**src/rtl/fp_mul_round_stage.sv**
```systemverilog
// fp_mul_round_stage
// Post-multiply normalize / round / pack stage of the binary32 multiplier.
// Two registered stages joined by a valid/ready handshake:
//   s1  : normalized 23-bit mantissa, guard and sticky bits, biased exponent,
//         sign and the special-operand flags.
//   out : packed binary32 result plus its per-result exception flags.
// Ports:
//   clk, rst_n                   clock, asynchronous active-low reset
//   in_valid / in_ready          upstream handshake
//   in_sign, in_exp, in_mant     raw product fields (in_exp = EA+EB-127)
//   in_nan, in_inf, in_zero      special-operand flags from upstream
//   out_valid / out_ready        downstream handshake
//   out_result                   packed binary32, round-to-nearest-even
//   out_overflow/underflow/invalid  flags belonging to out_result
//   flag_clr                     clears the sticky flags
//   flag_overflow/underflow/invalid  sticky flags, set on flagged transfers
module fp_mul_round_stage #(
   parameter int XLEN = 32
) (
   input  logic               clk,
   input  logic               rst_n,
   input  logic               in_valid,
   output logic               in_ready,
   input  logic               in_sign,
   input  logic signed [9:0]  in_exp,
   input  logic [47:0]        in_mant,
   input  logic               in_nan,
   input  logic               in_inf,
   input  logic               in_zero,
   output logic               out_valid,
   input  logic               out_ready,
   output logic [XLEN-1:0]    out_result,
   output logic               out_overflow,
   output logic               out_underflow,
   output logic               out_invalid,
   input  logic               flag_clr,
   output logic               flag_overflow,
   output logic               flag_underflow,
   output logic               flag_invalid
);

   // Round-to-nearest-even followed by special-case / range packing.
   // Returns {overflow, underflow, invalid, result}.
   function automatic logic [XLEN+2:0] round_pack(
      input logic              sign,
      input logic signed [9:0] exp_in,
      input logic [22:0]       mant,
      input logic              guard,
      input logic              sticky,
      input logic              is_nan,
      input logic              is_inf,
      input logic              is_zero
   );
      logic              round_up;
      logic [23:0]       sum;
      logic [22:0]       mr;
      logic signed [9:0] e;
      round_up = guard & (sticky | mant[0]);
      sum      = {1'b0, mant} + {23'd0, round_up};
      mr       = sum[22:0];
      e        = exp_in;
      // Carry out of the mantissa: 1.111..1 rounded to 10.000..0
      if (sum[23]) begin
         mr = 23'd0;
         e  = exp_in + 10'sd1;
      end
      if (is_nan || (is_inf && is_zero))
         round_pack = {1'b0, 1'b0, is_inf & is_zero, 32'h7FC0_0000};
      else if (is_inf)
         round_pack = {3'b000, sign, 8'hFF, 23'd0};
      else if (is_zero)
         round_pack = {3'b000, sign, 31'd0};
      else if (e >= 10'sd255)
         round_pack = {3'b100, sign, 8'hFF, 23'd0};
      else if (e <= 10'sd0)
         round_pack = {3'b010, sign, 31'd0};
      else
         round_pack = {3'b000, sign, e[7:0], mr};
   endfunction

   logic              s1_valid_q, s1_valid_d;
   logic              s1_sign_q, s1_sign_d;
   logic signed [9:0] s1_exp_q, s1_exp_d;
   logic [22:0]       s1_mant_q, s1_mant_d;
   logic              s1_guard_q, s1_guard_d;
   logic              s1_sticky_q, s1_sticky_d;
   logic              s1_nan_q, s1_nan_d;
   logic              s1_inf_q, s1_inf_d;
   logic              s1_zero_q, s1_zero_d;

   logic              out_valid_q, out_valid_d;
   logic [XLEN-1:0]   out_result_q, out_result_d;
   logic              out_ovf_q, out_ovf_d;
   logic              out_unf_q, out_unf_d;
   logic              out_inv_q, out_inv_d;

   logic              flag_ovf_q, flag_ovf_d;
   logic              flag_unf_q, flag_unf_d;
   logic              flag_inv_q, flag_inv_d;

   logic              s1_adv, s2_adv, out_xfer;
   logic [XLEN+2:0]   pack_w;

   always_comb begin
      s2_adv   = ~out_valid_q | out_ready;
      s1_adv   = ~s1_valid_q | s2_adv;
      out_xfer = out_valid_q & out_ready;

      s1_valid_d  = s1_valid_q;
      s1_sign_d   = s1_sign_q;
      s1_exp_d    = s1_exp_q;
      s1_mant_d   = s1_mant_q;
      s1_guard_d  = s1_guard_q;
      s1_sticky_d = s1_sticky_q;
      s1_nan_d    = s1_nan_q;
      s1_inf_d    = s1_inf_q;
      s1_zero_d   = s1_zero_q;

      // ---- stage 1: normalize the 48-bit product into s1 ----
      if (s1_adv)
         s1_valid_d = in_valid;
      if (s1_adv && in_valid) begin
         s1_sign_d = in_sign;
         s1_nan_d  = in_nan;
         s1_inf_d  = in_inf;
         s1_zero_d = in_zero;
         // Product of two 1.x significands lies in [1,4): bit 47 selects a
         // one-position right shift with exponent increment.
         if (in_mant[47]) begin
            s1_mant_d   = in_mant[46:24];
            s1_guard_d  = in_mant[23];
            s1_sticky_d = |in_mant[22:0];
            s1_exp_d    = in_exp + 10'sd1;
         end else begin
            s1_mant_d   = in_mant[45:23];
            s1_guard_d  = in_mant[22];
            s1_sticky_d = |in_mant[21:0];
            s1_exp_d    = in_exp;
         end
      end

      // ---- stage 2: round and pack into the output register ----
      pack_w = round_pack(s1_sign_q, s1_exp_q, s1_mant_q, s1_guard_q,
                          s1_sticky_q, s1_nan_q, s1_inf_q, s1_zero_q);

      out_valid_d  = out_valid_q;
      out_result_d = out_result_q;
      out_ovf_d    = out_ovf_q;
      out_unf_d    = out_unf_q;
      out_inv_d    = out_inv_q;
      if (s2_adv)
         out_valid_d = s1_valid_q;
      if (s2_adv && s1_valid_q) begin
         out_ovf_d    = pack_w[XLEN+2];
         out_unf_d    = pack_w[XLEN+1];
         out_inv_d    = pack_w[XLEN];
         out_result_d = pack_w[XLEN-1:0];
      end

      // Set has priority over clear so a flagged transfer is never lost.
      flag_ovf_d = (flag_ovf_q & ~flag_clr) | (out_xfer & out_ovf_q);
      flag_unf_d = (flag_unf_q & ~flag_clr) | (out_xfer & out_unf_q);
      flag_inv_d = (flag_inv_q & ~flag_clr) | (out_xfer & out_inv_q);
   end

   // Control, output register and sticky flags
   always_ff @(posedge clk or negedge rst_n) begin
      if (!rst_n) begin
         s1_valid_q   <= 1'b0;
         out_valid_q  <= 1'b0;
         out_result_q <= '0;
         out_ovf_q    <= 1'b0;
         out_unf_q    <= 1'b0;
         out_inv_q    <= 1'b0;
         flag_ovf_q   <= 1'b0;
         flag_unf_q   <= 1'b0;
         flag_inv_q   <= 1'b0;
      end else begin
         s1_valid_q   <= s1_valid_d;
         out_valid_q  <= out_valid_d;
         out_result_q <= out_result_d;
         out_ovf_q    <= out_ovf_d;
         out_unf_q    <= out_unf_d;
         out_inv_q    <= out_inv_d;
         flag_ovf_q   <= flag_ovf_d;
         flag_unf_q   <= flag_unf_d;
         flag_inv_q   <= flag_inv_d;
      end
   end

   // s1 payload is only meaningful under s1_valid_q, so it carries no reset.
   always_ff @(posedge clk) begin
      s1_sign_q   <= s1_sign_d;
      s1_exp_q    <= s1_exp_d;
      s1_mant_q   <= s1_mant_d;
      s1_guard_q  <= s1_guard_d;
      s1_sticky_q <= s1_sticky_d;
      s1_nan_q    <= s1_nan_d;
      s1_inf_q    <= s1_inf_d;
      s1_zero_q   <= s1_zero_d;
   end

   assign in_ready       = s1_adv;
   assign out_valid      = out_valid_q;
   assign out_result     = out_result_q;
   assign out_overflow   = out_ovf_q;
   assign out_underflow  = out_unf_q;
   assign out_invalid    = out_inv_q;
   assign flag_overflow  = flag_ovf_q;
   assign flag_underflow = flag_unf_q;
   assign flag_invalid   = flag_inv_q;

endmodule

```
**config.mk**
```make
export PLATFORM = sky130hd
export DESIGN_NAME = fp_mul_round_stage
export DESIGN_NICKNAME = d
export VERILOG_FILES = /design/src/rtl/fp_mul_round_stage.sv
export SDC_FILE = /design/constraint.sdc
export NUM_CORES = 1
export LEC_CHECK = 0
export ABC_AREA = 0
export CAP_MARGIN = 30
export CORE_ASPECT_RATIO = 2
export CORE_MARGIN = 2
export CORE_UTILIZATION = 35
export CTS_CLUSTER_SIZE = 40
export DETAILED_ROUTE_END_ITERATION = 6
export PLACE_DENSITY = 0.65
export REMOVE_ABC_BUFFERS = 1
export SYNTH_ARGS = -nofsm -noshare
export SYNTH_HDL_FRONTEND = slang
export SYNTH_SLANG_ARGS = --single-unit
```
**constraint.sdc**
```tcl
create_clock -name clk -period 3.17 [get_ports clk]
set_input_delay 0.634 -clock clk [delete_from_list [all_inputs] [get_ports clk]]
set_output_delay 0.634 -clock clk [all_outputs]
set_load 0.01 [all_outputs]
```
==> flow_summary.toml <==
[run_status]
status = "completed"

[worst_setup_path]
crit_required_ns = 3.39
r2r_start = "s1_mant_q[0]"
cpLargestDelayFamily = "compound AO/OA/AOI/OAI gates"
startpoint_type = "flip-flop"
critical_path.cell_chain = "o21a_1 > ha_1 > nand3_2 > or4_4 > a2111oi_4 > a2bb2oi_2 > nor3_2 > buf_4 > o41ai_1"
end_kind = "flip-flop"
crit_buf_inv = 1
worstSetupStartpoint = "s1_mant_q[0]"
reg2reg_to = "out_result[11]"
cp_slowest_cell = "or4_4"
cp_max_fo = 23
r2r_cells = 9
slowest_delay_ns = 0.66
rrSetupSlack_ns = 0.42
worstPathArrival_ns = 2.97
critPathKind = "flip-flop to flip-flop"
crit_path_end = "out_result[11]"
cp.depth = 9

[routing]
wl_met2_mm = 6.38
wl_met1_mm = 4.12
ant_nets = 0
dr.pass1.iters = 4
wl_met3_um = 366
vias = 3542
highest_layer = "met4"
drc_errors = 0
initialDrtViolationCount = 163
wl_per_cell_um = 17.0
via_per_inst = 5.38
wirelength_mm = 11.2

[cts]
clk_pin_slew_ns = 0.06
cts_sinks = 79
cts_tree = "done"
cts_buffers = 9
clockBufferDepth = 2
cts_setup_buffers = 0
cts_hold_buffers = 0
cts-root-buf = "clkbuf_16"
post_cts_resize_count = 0
h-tree-depth = 3
insertion_delay_ns = 0.34

[timing]
fin_ws_ns = 0.421
fin_skew_ns = 0.00663
rsz0062_at_grt = "no"
drv_slew = 0
setup_violations = 0
period_minus_slack_ns = 2.75
hold_viol_final = 0
max_slew_margin_pct = 40.6
finalCritPeriodShare_pct = 86.7
max_freq_ghz = 0.364
worst_pin_slew_ns = 0.892
tns_ns = 0

[power_and_ir_drop]
vdd_drop_max_mv = 0.338
power_density_nw_per_um2 = 435
power_leakage_uw = 0.00215

[synth]
syn_inst = 400
ys_seq_area_share_pct = 48.2
synth_area_sq_um = 4500
ys_ff_latch = 79
yosysUniqueCellTypes = 59
synth_edf_count = 39
ys_warn_count = 0
syn_avg_cell_area_sq_um = 11.3
synthFlopType = "dfrtp_1"
async_reset_ff_share_pct = 50.6

[place]
post-place-ws_ns = 0.261
place_area_sq_um = 5720
dp_hpwl_mm = 8.84
port_buffers = 106
gp_congestion = 0.819

[layout]
nets = 574
diodes = 0
drive_above_1_share_pct = 14.6
seqCellArea_sq_um = 2170
multiInputGateArea_sq_um = 2180
fillers = 1179
final_cell_mix = "105 x clkdlybuf4s50_1, 45 x nand2_1, 40 x dfrtp_1, 39 x edfxtp_1, 25 x mux2_2"
syn_to_final_growth_pct = 33.3
layout_commonest_cell = "clkdlybuf4s50_1"
design_area_sq_um = 6000

[global_routing]
grt_max_degree = 41
grtUsageTotal_pct = 16.4
grt_pass1_wl_mm = 17.9
gr-total-overflow = 0
antenna_found_initial = 0
first_global_vias = 3570

[min_path]
hold_class = "input pin to async pin"

[floorplan]
start_util_pct = 35.9
core_area_sq_um = 12600
die_y_um = 164
dieArea_sq_um = 13800
die_x_um = 84.2
rows = 58
io_pins = 107

[flow_run]
max_cap_viol_count = 0
==> worst min-delay path by stage <==
stage / start / end / slack, ns / cells past startpoint
2_1_floorplan: rst_n / flag_invalid / 0.34 / 0
3_3_place_gp: out_result[9] / out_result[9] / 0.47 / 2
3_5_place_dp: out_result[20] / out_result[20] / 0.47 / 2
4_1_cts: rst_n / out_underflow / 0.45 / 1
5_1_grt: s1_sign_q / out_result[31] / 0.51 / 1
6_report: rst_n / out_result[25] / 0.42 / 1
==> state kept, by name, indices dropped and copies added (netlist names) <==
signal,cells
s1_guard_q,1
out_invalid,1
out_underflow,1
s1_mant_q,23
out_result,32
out_overflow,1
s1_zero_q,1
s1_exp_q,10
s1_valid_q,1
s1_inf_q,1
flag_underflow,1
out_valid,1
s1_nan_q,1
flag_invalid,1
s1_sticky_q,1
s1_sign_q,1
flag_overflow,1
==> routing by layer <==
layer / global-route usage [%] / vias up
li1: - / 1726
met1: 17.4 / 1704
met2: 31.3 / 94
met3: 2.45 / 18
met4: 7.33 / 0
met5: 0 / -
==> layout make-up <==
type,instances,area share [%]
Clock inverter,4,0.771
Tap cell,150,3.13
Timing Repair Buffer,118,19.3
Clock buffer,12,3.94
Inverter,7,0.438
Multi-Input combinational cell,288,36.2
Sequential cell,79,36.2
==> kinds of logic after synthesis <==
| kind of cell | after synthesis | share of synthesized area (%) |
|---|---|---|
| AND/OR/NAND/NOR | 154 | 19.3 |
| flip-flops | 79 | 48.2 |
| AO/OA/AOI/OAI | 66 | 13.9 |
| XOR/XNOR | 38 | 7.56 |
| buffers and inverters | 33 | 3.45 |
| multiplexers | 26 | 6.47 |
| adder cells (fa/ha/maj) | 4 | 1.11 |
==> power breakdown <==
part	internal (uW)	switching (uW)	leakage [uW]
Clock	606	381	0.000136
Combinational	222	175	0.00113
Sequential	1160	70.4	0.000884
Total	1980	626	0.00215
==> cell usage after synthesis, drive strengths merged, types with 2 or more instances <==
cell | count | area, sq um
a2111oi | 2 | 36.3
a211oi | 9 | 67.6
a21oi | 3 | 15.0
a22o | 2 | 17.5
and2 | 3 | 18.8
and3 | 9 | 56.3
and4 | 5 | 43.8
buf | 9 | 65.1
clkbuf | 17 | 63.8
dfrtp | 40 | 1000
edfxtp | 39 | 1170
ha | 4 | 50.1
inv | 7 | 26.3
mux2 | 25 | 282
nand2 | 45 | 169
nand2b | 3 | 18.8
nand3 | 21 | 110
nand3b | 2 | 15.0
nand4 | 18 | 119
nand4b | 4 | 35.0
nor2 | 15 | 56.3
nor3 | 8 | 61.3
nor4 | 9 | 56.3
o211ai | 3 | 22.5
o21ai | 5 | 25.0
o22a | 8 | 70.1
o31ai | 10 | 75.1
o41ai | 13 | 181
or2 | 3 | 18.8
or3 | 4 | 25.0
or4 | 2 | 18.8
xnor2 | 20 | 175
xor2 | 18 | 165
==> stage by stage <==
step / power [uW] / std cells / hold slack (ns) / utilization [%]
3_3_place_gp: 1640 / 642 / 0.466 / 45.6
6_report: 2610 / 658 / 0.424 / 47.8
4_1_cts: 2640 / 658 / 0.445 / 47.8
2_1_floorplan: 1410 / 374 / 0.338 / -
3_5_place_dp: 1650 / 642 / 0.469 / 45.6
5_1_grt: 2710 / 658 / 0.506 / 47.8
==> worst reg2reg max path, stage by stage (launching register included) <==
cell and delay (ns):
edfxtp_1 0.35, o21a_1 0.11, ha_1 0.17, nand3_2 0.14
or4_4 0.66, a2111oi_4 0.32, a2bb2oi_2 0.20, nor3_2 0.07
buf_4 0.23, o41ai_1 0.38
Power figures use the tool's default switching activity.
